===== config.mk =====
export PLATFORM = sky130hd
export DESIGN_NAME = fetch_ctrl
export DESIGN_NICKNAME = d
export VERILOG_FILES = /design/src/rtl/fetch_pkg.sv /design/src/rtl/fetch_redir_buf.sv /design/src/rtl/fetch_ctrl.sv
export SDC_FILE = /design/constraint.sdc
export NUM_CORES = 1
export LEC_CHECK = 0
export CAP_MARGIN = 20
export CORE_AREA = 4 4 125 127
export DETAILED_ROUTE_END_ITERATION = 8
export DIE_AREA = 0 0 129 131
export GPL_TIMING_DRIVEN = 0
export HOLD_SLACK_MARGIN = 0.02
export PLACE_DENSITY = 0.78
export SLEW_MARGIN = 20
export SYNTH_ARGS = -nofsm -noshare
export SYNTH_HDL_FRONTEND = slang
export SYNTH_SLANG_ARGS = --single-unit

===== constraint.sdc =====
create_clock -name clk -period 2.9 [get_ports clk]
set_input_delay 0.58 -clock clk [delete_from_list [all_inputs] [get_ports clk]]
set_output_delay 0.58 -clock clk [all_outputs]
set_load 0.005 [all_outputs]

===== src/rtl/fetch_pkg.sv =====
// fetch_pkg: shared state enum, word width and default reset PC for the fetch controller.
package fetch_pkg;
  localparam int XLEN = 32;
  localparam logic [XLEN-1:0] RESET_PC_DEF = 32'h0000_3000;
  typedef enum logic [1:0] {IDLE, REQ, WAIT, VALID} fetch_state_e;
endpackage


===== src/rtl/fetch_redir_buf.sv =====
// fetch_redir_buf: pending redirect target plus drop flag for the fetch still in flight.
module fetch_redir_buf
  import fetch_pkg::*;
(
  input  logic            clk,
  input  logic            rst_n,
  input  logic            set,
  input  logic            clr,
  input  logic [XLEN-1:0] tgt,
  output logic            drop,
  output logic [XLEN-1:0] pend
);
  logic            drop_d, drop_q;
  logic [XLEN-1:0] pend_d, pend_q;
  always_comb begin
    drop_d = set ? 1'b1 : clr ? 1'b0 : drop_q;
    pend_d = set ? tgt : pend_q;
  end
  always_ff @(posedge clk or negedge rst_n) begin
    if (!rst_n) begin
      drop_q <= 1'b0;
      pend_q <= '0;
    end else begin
      drop_q <= drop_d;
      pend_q <= pend_d;
    end
  end
  assign drop = drop_q;
  assign pend = pend_q;
endmodule


===== src/rtl/fetch_ctrl.sv =====
// fetch_ctrl: single-outstanding instruction fetch FSM with redirect handling.
// Define FETCH_CTRL_ALIGN_CHK_EN to reject misaligned redirects and flag misalign_err.
module fetch_ctrl
  import fetch_pkg::*;
#(
  parameter logic [XLEN-1:0] RESET_PC = RESET_PC_DEF
) (
  input  logic            clk,
  input  logic            rst_n,
  output logic            imem_req_valid,
  input  logic            imem_req_ready,
  output logic [XLEN-1:0] imem_addr,
  input  logic            imem_rsp_valid,
  input  logic [XLEN-1:0] imem_rsp_data,
  output logic            inst_valid,
  input  logic            inst_ready,
  output logic [XLEN-1:0] inst,
  output logic [XLEN-1:0] inst_pc,
  output logic [XLEN-1:0] pc_plus4,
  input  logic            stall,
  input  logic            redir_valid,
  input  logic [XLEN-1:0] redir_pc,
  output logic            misalign_err
);
  fetch_state_e    state_d, state_q;
  logic [XLEN-1:0] pc_d, pc_q, inst_d, inst_q, inst_pc_d, inst_pc_q;
  logic [XLEN-1:0] tgt, pend, pend_now;
  logic            redir_ok, drop, drop_now, set, clr;
`ifdef FETCH_CTRL_ALIGN_CHK_EN
  logic misalign_d, misalign_q;
  assign redir_ok   = redir_valid && (redir_pc[1:0] == 2'b00);
  assign tgt        = redir_pc;
  assign misalign_d = redir_valid && (redir_pc[1:0] != 2'b00);
  always_ff @(posedge clk or negedge rst_n) begin
    if (!rst_n) misalign_q <= 1'b0;
    else misalign_q <= misalign_d;
  end
  assign misalign_err = misalign_q;
`else
  assign redir_ok     = redir_valid;
  assign tgt          = redir_pc & ~XLEN'(3);
  assign misalign_err = 1'b0;
`endif
  fetch_redir_buf u_redir_buf (
    .clk  (clk),
    .rst_n(rst_n),
    .set  (set),
    .clr  (clr),
    .tgt  (tgt),
    .drop (drop),
    .pend (pend)
  );
  // a redirect landing with the response drops it just like an earlier one
  assign drop_now = drop || redir_ok;
  assign pend_now = redir_ok ? tgt : pend;
  always_comb begin
    state_d   = state_q;
    pc_d      = pc_q;
    inst_d    = inst_q;
    inst_pc_d = inst_pc_q;
    set       = 1'b0;
    clr       = 1'b0;
    case (state_q)
      IDLE: begin
        pc_d    = redir_ok ? tgt : pc_q;
        state_d = stall ? IDLE : REQ;
      end
      REQ: begin
        set     = redir_ok;
        state_d = imem_req_ready ? WAIT : REQ;
      end
      WAIT: begin
        set = redir_ok && !imem_rsp_valid;
        if (imem_rsp_valid) begin
          clr       = 1'b1;
          state_d   = drop_now ? REQ : VALID;
          pc_d      = drop_now ? pend_now : pc_q + XLEN'(4);
          inst_d    = drop_now ? inst_q : imem_rsp_data;
          inst_pc_d = drop_now ? inst_pc_q : pc_q;
        end
      end
      VALID: begin
        pc_d    = redir_ok ? tgt : pc_q;
        state_d = (redir_ok || (inst_ready && !stall)) ? REQ : VALID;
      end
    endcase
  end
  always_ff @(posedge clk or negedge rst_n) begin
    if (!rst_n) begin
      state_q   <= IDLE;
      pc_q      <= RESET_PC;
      inst_q    <= '0;
      inst_pc_q <= '0;
    end else begin
      state_q   <= state_d;
      pc_q      <= pc_d;
      inst_q    <= inst_d;
      inst_pc_q <= inst_pc_d;
    end
  end
  assign imem_req_valid = (state_q == REQ);
  assign imem_addr      = pc_q;
  assign inst_valid     = (state_q == VALID);
  assign inst           = inst_q;
  assign inst_pc        = inst_pc_q;
  assign pc_plus4       = inst_pc_q + XLEN'(4);
endmodule

# Word-level counts from Yosys, hierarchy flattened
# Index checks and enable logic that the tools add are counted.
# totals
register_bits	129
elab_cells	42
inputBits	71
# classes
muxes	16
n_addsub	2
bitwise	1
n_reduce_logical	12
eq_ne	5
# ops
op	n
$mux 32	4
$add 32x3->32 const B	2
$pmux 32 s2	1
$mux 2	4
$pmux 2 s4	1
$reduce_and 3->1	2
$mux 1	5
$eq 2x2->1 const B	2
$reduce_bool 2->1	2
$eq 2x1->1 const B	1
$logic_and 1x1->1	2
$logic_not 1->1	2
$logic_not 2->1	1
$logic_or 1x1->1	2
$ne 2x1->1 const B	1
$ne 2x2->1 const B	1
$pmux 1 s2	1
$reduce_or 2->1	1
$not 1->1	1

# Longest topological paths before layout
# Gate-level depths: netlist of run 1.
# depth
depth_word	5
depth_mapped	9
ltp_nobuf	7

# Cells and area by module
# Synthesis of run 1 repeated with hierarchy kept, for this count alone.
# hier_totals
cells_unflattened	662
hier_area_um2	7068.0
# modules_own_cells
module	seq_area_each_um2	instances	area_each_um2	cells_per_inst
fetch_ctrl	2454.9	1	5690.5	591
fetch_redir_buf	825.8	1	1377.6	71

# Worst setup path after synthesis of run 1
# Ideal clock, no wire load.
# synth_path
path_type	register -> output
start	register inst_pc_q[2] (netlist: inst_pc[2])
end	output port pc_plus4[24]
slack_ps	517
path_stages_with_launch	7
arrival_time_ps	1803
required_time_ps	2320
path_cell_list	dfrtp_1 ha_1 nand4_1 nor3_1 nand2_1 or3_1 xnor2_1
# synth_via
elab_chain_cells	1
# synth_lines
item	line_no	rtl
start, declared	fetch_ctrl.sv:26	logic [XLEN-1:0] pc_d, pc_q, inst_d, inst_q, inst_pc_d, inst_pc_q;
start signal, assigned	fetch_ctrl.sv:98	inst_pc_q <= inst_pc_d;
$add 32x3->32	fetch_ctrl.sv:106	assign pc_plus4 = inst_pc_q + XLEN'(4);
end, declared	fetch_ctrl.sv:19	output logic [XLEN-1:0] pc_plus4,
# No other way between the ends.

# Final worst setup path of run 1
# layout_path
start	register inst_pc_q[3] (netlist: inst_pc[3])
end	output port pc_plus4[24]
# Same word-level chain as after synthesis.

==> results of run 1 <==
==> power groups by stage <==
stage / logic, µW / clock network (µW) / registers [µW]
floorplan: 2100 / 0 / 3190
global placement: 4210 / 0 / 3300
detailed placement: 4330 / 0 / 3370
CTS: 4360 / 2140 / 3340
global route: 4690 / 2220 / 3480
finish: 4350 / 2120 / 3370
==> cell usage in the layout, fill, tap and decap left out, drive strengths merged, types with 10 or more instances in the layout <==
| cell | n |
|---|---|
| clkdlybuf4s50 | 174 |
| o22ai | 10 |
| a21oi | 16 |
| nand3 | 32 |
| inv | 11 |
| mux2 | 87 |
| nor2 | 28 |
| o21ai | 32 |
| buf | 37 |
| xor2 | 15 |
| dfrtp | 123 |
| a22oi | 12 |
| xnor2 | 23 |
| clkbuf | 38 |
| nand2 | 51 |
| nor3 | 12 |
| nand4 | 14 |
==> worst max-delay path: cells and delay by family (launching register included) <==
family | cells | cell delay [ns]
DFF | 1 | 0.36
and+or+nand+nor | 4 | 0.80
xor gates and xnor gates | 1 | 0.15
adders and majority gates | 1 | 0.19
buffers and inverters | 3 | 0.43
==> sequential cells by signal (all words and copies together) (netlist names) <==
name              count
imem_addr            30
inst                 32
inst_pc              30
state_q               2
u_redir_buf.drop      1
u_redir_buf.pend     30
==> logic make-up (layout without fill, tap and decap cells) <==
| logic type | Yosys count | count (layout) | synth area share, % |
|---|---|---|---|
| compound gates | 110 | 110 | 11.34 |
| xor+xnor | 38 | 38 | 5.191 |
| buf+inv | 47 | 283 | 3.415 |
| flops | 125 | 125 | 48.83 |
| fa+ha+maj | 6 | 6 | 1.171 |
| mux | 91 | 91 | 15.91 |
| simple gates | 174 | 174 | 14.09 |
| other cells | 1 | 7 | 0.05849 |
==> metal layers <==
layer	global-route usage, %	vias up	routed length, µm
met3	4.675	30	1284
met2	38.51	227	10210
met1	30.16	2846	8112
met4	9.636	0	371
li1	-	2627	-
met5	0	-	0
==> final cells by class <==
cell class / count / area share, %
Buffer: 35 / 1.867
Clock buffer: 22 / 5.161
Clock inverter: 10 / 1.200
Inverter: 12 / 0.4801
Multi-Input combinational cell: 426 / 33.80
Sequential cell: 125 / 33.39
Tap cell: 184 / 2.454
Timing Repair Buffer: 204 / 21.64
==> timing repair <==
item                                    in CTS  in global routing
endpoints found under the setup margin      21                 58
resized for setup                           34                 19
buffers inserted                            10                  3
pin swaps                                    5                  7
==> per-stage QoR <==
step                      hold WS, ns  utilization, %
after detailed placement       0.4806           59.65
after CTS                     0.09489           64.56
after global placement         0.4647           59.46
after floorplan                0.2844               -
final                         0.07932           65.05
after global routing           0.1106           65.05
==> path summary, 6_finish.rpt <==
check | slack [ns] | depth (start not counted) | to | from
max | -0.03 | 9 | pc_plus4[24] | inst_pc[3]
min | 0.08 | 1 | u_redir_buf.pend[5] | rst_n
max reg2reg | 0.18 | 7 | inst_pc[13] | state_q[0]
min reg2reg | 0.49 | 2 | u_redir_buf.pend[15] | u_redir_buf.pend[15]
max in group asynchronous | 2.06 | 2 | inst[6] | rst_n
min in group clk | 0.49 | 2 | u_redir_buf.pend[15] | u_redir_buf.pend[15]
==> metrics.md, run 1 <==
| Metric | Value |
|---|---|
| Asr flop ratio synth | 100.0% |
| Max-cap violations | 0 |
| Hold Fails Final Rpt | 0 |
| Initial Util | 44.45% |
| Rel. slew slack | 47.90% |
| Failing checks | negative setup slack |
| Seq/Total Area, Yosys | 48.83% |
| Crit share post-route | 101.0% |
| DR pass1 iterations | 5 |
| Clock-pin slew on the worst setup and hold paths | 0.06 ns |
| Ant diodes | 0 |
| Die Height | 131 µm |
| Worst path most repeated cell | buf_6 |
| Post-synth EDFFs | 0 |
| Post-synth top area share | 48.01% |
| Total GRT Usage | 23.32% |
| Post-synthesis register bit count | 125 |
| Non-filler instance count after layout | 1,018 |
| Clock Latency Late Sink | 0.43 ns |
| NetSw | 3541 µW |
| Setup slack at placement | -0.5102 ns |
| Clk buf depth | 2 |
| Power Density | 1049 mW/mm² |
| H-tree Lvls | 4 |
| Worst-Margin Slew | 0.7787 ns |
| Worst path arrival time | 2.35 ns |
| Vias in the first global route | 5,764 |
| DRT Wirelength | 19.98 mm |
| CP Class | register to primary output |
| Achievable Freq | 341.5 MHz |
| GRT overflow | 0 |
| Net Sw Frac | 35.97% |
| Internal | 6303 µW |
| Cell taking the most area after synthesis | dfrtp_1 |
| Top cells by area, synth | dfrtp_1, mux2_2, xnor2_1 |
| Yosys cell types | 55 |
| Max VDD drop | 469.2 µV |
| Layout Nets | 898 |
| Drt drc | 0 |
| Initial DRC Count | 485 |
| TritonCTS clock tree | done |
| CTS Buf Count | 17 |
| Global-route wire length before repair | 30.63 mm |
| Leakage | 0.004091 µW |
| CP max stage cell | or3_4 |
| Port Buffers | 191 |
| Reg power frac | 34.3% |
| # hold bufs at CTS | 0 |
| Die width | 129 µm |
| Worst min path class | input pin to asynchronous set/reset pin |
| Pins over their slew limit | 0 |
| Syn Std Cell Area | 0.006411 mm² |
| Post-synth top flop | dfrtp_1 |
| Final worst slack | -0.02806 ns |
| Worst setup EP type | primary output |
| Layout cells sized above 1 | 21.46% |
| Post-Syn Instances | 592 |
| Setup Skew | 0.01367 ns |
| CTS sink cnt | 125 |
| Largest net degree at the start of global routing | 81 |
| Area growth syn-to-layout | 46.35% |
| Antenna viol nets, final | 0 |
| Worst EP required | 2.32 ns |
| DP Area | 0.008605 mm² |
| Row count | 44 |
| Power Total | 9843 µW |
| Fin Setup TNS | -0.05206 ns |
| CP cell instances | ha_2 > nand4_1 > buf_6 > nor3_4 > buf_6 > nand2_4 > or3_4 > xnor2_2 > buf_2 |
| RSZ-0062 raised after global routing | yes |
| CTS Root Cell | clkbuf_16 |
| Synth Warn # | 0 |
| Register Area | 0.003133 mm² |
| Status | complete, but fails checks |
| Multi-input logic area | 0.003172 mm² |
| Combinational fraction of design power | 44.1% |
| Max incr delay on CP | 0.42 ns |
| Final setup viols | 3 |
| Placeable Area | 0.01442 mm² |
| I/O pin count | 202 |
| Top cells by count, synth | dfrtp_1, mux2_2, nand2_1, o21ai_0, nand3_1 |
| Clock network power share | 21.6% |
| Most frequent cell after synthesis | dfrtp_1 |
| Vias per inst | 5.629 |
| RePlAce Congestion | 0.8828 |
| DP Cell Count | 974 |
| Fill count | 1,149 |
| Startpoint types | register |
| Dpl hpwl | 14.79 mm |
| Syn avg cell area | 10.83 µm² |
| Initial antenna violation count | 0 |
| Via count | 5,730 |
| Die ar. | 0.01690 mm² |
| Routed len/inst | 19.63 µm |
| Minimum clock period | 2.928 ns |
| Critical path fanouts, max | 3 |
| Finished Cell Area | 0.009383 mm² |
Power figures use the tool's default switching activity.
==> run 2, diff against run 1 <==
TNS_END_PERCENT = 30   (was not set)
==> metrics.md, run 2 (synthesized netlist as in run 1, its figures left out) <==
| Metric | Value |
|---|---|
| Internal | 6304 µW (about the same) |
| Routed len/inst | 19.64 µm (about the same) |
| Clock Latency Late Sink | 0.41 ns (-0.02 ns) |
| Clock network power share | 21.5% (about the same) |
| Dpl hpwl | 14.79 mm (unchanged) |
| Vias per inst | 5.654 (+0.45%) |
| Worst-Margin Slew | 0.7796 ns (+0.0009242 ns) |
| # hold bufs at CTS | 0 (unchanged) |
| Commonest non-fill, non-tap cell in the layout | clkdlybuf4s50_1 |
| Critical path fanouts, max | 3 (unchanged) |
| Drt drc | 0 (unchanged) |
| Area growth syn-to-layout | 47.15% |
| Most frequent cells in the layout | clkdlybuf4s50_1, dfrtp_1, mux2_2, nand2_1, o21ai_0 |
| Worst min path class | input pin to asynchronous set/reset pin |
| Worst setup EP type | primary output |
| Rel. slew slack | 47.84% (-0.062 points) |
| Power Density | 1042 mW/mm² (-0.68%) |
| Minimum clock period | 2.904 ns (-0.02377 ns) |
| Setup Skew | 0.006907 ns (-0.006767 ns) |
| Clk buf depth | 2 (unchanged) |
| I/O pin count | 202 (unchanged) |
| Initial Util | 44.45% (unchanged) |
| CP Class | register to primary output |
| Die Height | 131 µm (unchanged) |
| DRT Wirelength | 20.03 mm (+0.24%) |
| Reg power frac | 34.3% (about the same) |
| Port Buffers | 191 (unchanged) |
| Fin Setup TNS | -0.004288 ns (+0.04777 ns) |
| Combinational fraction of design power | 44.2% (about the same) |
| Worst EP required | 2.32 ns (about the same) |
| Achievable Freq | 344.3 MHz (+0.82%) |
| Hold Fails Final Rpt | 0 (unchanged) |
| Die ar. | 0.01690 mm² (unchanged) |
| Layout cells sized above 1 | 22.13% (+0.67 points) |
| Setup slack at placement | -0.5102 ns (unchanged) |
| R2r setup slk | 0.19 ns (about the same) |
| DR pass1 iterations | 6 (+1) |
| Failing checks | negative setup slack |
| Status | complete, but fails checks |
| TritonCTS clock tree | done |
| Die width | 129 µm (unchanged) |
| Pins over their slew limit | 0 (unchanged) |
| Ant diodes | 0 (unchanged) |
| Max-cap violations | 0 (unchanged) |
| Worst path arrival time | 2.32 ns (-0.03 ns) |
| Final worst slack | -0.004288 ns (+0.02377 ns) |
| Antenna viol nets, final | 0 (unchanged) |
| Final core occ | 65.41% (+0.36 points) |
| NetSw | 3526 µW (-0.43%) |
| RePlAce Congestion | 0.8828 (unchanged) |
| RSZ-0062 raised after global routing | yes |
| Row count | 44 (unchanged) |
| Leakage | 0.004214 µW (+3.0%) |
| Clock-pin slew on the worst setup and hold paths | 0.06 ns (about the same) |
| H-tree Lvls | 4 (unchanged) |
| Crit share post-route | 100.1% (-0.82 points) |
| Max VDD drop | 468.9 µV (about the same) |
| Power Total | 9830 µW (-0.14%) |
| Number of flip-flops under the largest register name | 32 (unchanged) |
| Startpoint types | register |
| Via count | 5,767 (+0.65%) |
| GRT overflow | 0 (unchanged) |
| Net Sw Frac | 35.87% (-0.11 points) |
| CTS sink cnt | 125 (unchanged) |
| Total GRT Usage | 23.32% (unchanged) |
| CTS Buf Count | 17 (unchanged) |
| Final setup viols | 1 (-2) |
| Layout Nets | 900 (+0.22%) |
| Initial antenna violation count | 0 (unchanged) |
| Placeable Area | 0.01442 mm² (unchanged) |
| Initial DRC Count | 520 (+7.2%) |
| Global-route wire length before repair | 30.63 mm (unchanged) |
| Vias in the first global route | 5,764 (unchanged) |
| CTS Root Cell | clkbuf_16 |
| Largest net degree at the start of global routing | 81 (unchanged) |
-- run 2: cell count changes in the layout (fill, tap and decap cells not counted), sizes merged --
cell           before  now
buf                37   39
clkdlybuf4s50     174  169
dlygate4sd2         9    6
dlymetal6s2s        3   11
-- run 2: through the flow --
| stage | cells | area [µm²] | hold WS (ns) |
|---|---|---|---|
| after CTS | 1016 | 9315 | 0.09489 |
| final | 1020 | 9434 | 0.09704 |
| after detailed placement | 974 | 8605 | 0.4806 |
| after global routing | 1020 | 9434 | 0.1106 |
| after floorplan | 598 | 6434 | 0.2844 |
| after global placement | 973 | 8576 | 0.4647 |
-- run 2: area by class of cell --
class / instances / area [µm²]
clock buffers: 22 / 484.2
well taps: 184 / 230.2
multi-input cells: 426 / 3182
repair buffers: 206 / 2069
flip-flops and latches: 125 / 3136
clock inverters: 10 / 112.6
fillers: 1145 / 4990
inverters: 12 / 45.04
plain buffers: 35 / 175.2
-- run 2: path summary, 6_finish.rpt --
| path | start | endpoint | depth (start not counted) |
|---|---|---|---|
| worst max-delay path | inst_pc[2] | pc_plus4[24] | 9 |
| worst min-delay path | rst_n | u_redir_buf.pend[6] | 1 |
| worst max register to register | state_q[0] | inst_pc[11] | 7 |
| worst min register to register | u_redir_buf.pend[15] | u_redir_buf.pend[15] | 2 |
| max in group asynchronous | rst_n | inst_pc[21] | 2 |
| min in group clk | u_redir_buf.pend[15] | u_redir_buf.pend[15] | 2 |
-- run 2: timing repair --
action	in CTS	in global routing
resized for setup	31	31
endpoints found under the setup margin	21	61
buffers inserted	10	5
pin swaps	5	11
hold endpoints to repair	0	0
-- run 2: power groups by stage --
stage / clock network [µW] / logic [µW] / registers, µW
after CTS: 2140 / 4370 / 3340
after global placement: 0 / 4210 / 3300
after floorplan: 0 / 2100 / 3190
final: 2120 / 4340 / 3370
after detailed placement: 0 / 4330 / 3370
after global routing: 2220 / 4680 / 3480
-- run 2: critical path: stages (launching register included) --
cell	delay, ns
dfrtp_1	0.36
ha_2	0.19
nand4_1	0.11
buf_6	0.15
nor3_4	0.20
buf_6	0.15
nand2_4	0.06
or3_4	0.41
xnor2_2	0.15
buf_2	0.13
-- run 2: per-layer routing --
| layer | track usage (%) | vias up | wire length [µm] |
|---|---|---|---|
| met2 | 38.51 | 255 | 10150 |
| li1 | - | 2637 | - |
| met5 | 0 | - | 0 |
| met4 | 9.636 | 0 | 413 |
| met1 | 30.16 | 2839 | 8070 |
| met3 | 4.675 | 36 | 1394 |
==> run 3, diff against run 2 <==
SLEW_MARGIN = not set   (was 20)
==> results of run 3 <==
Final layout, timing and power as in run 2 (identical DEF).
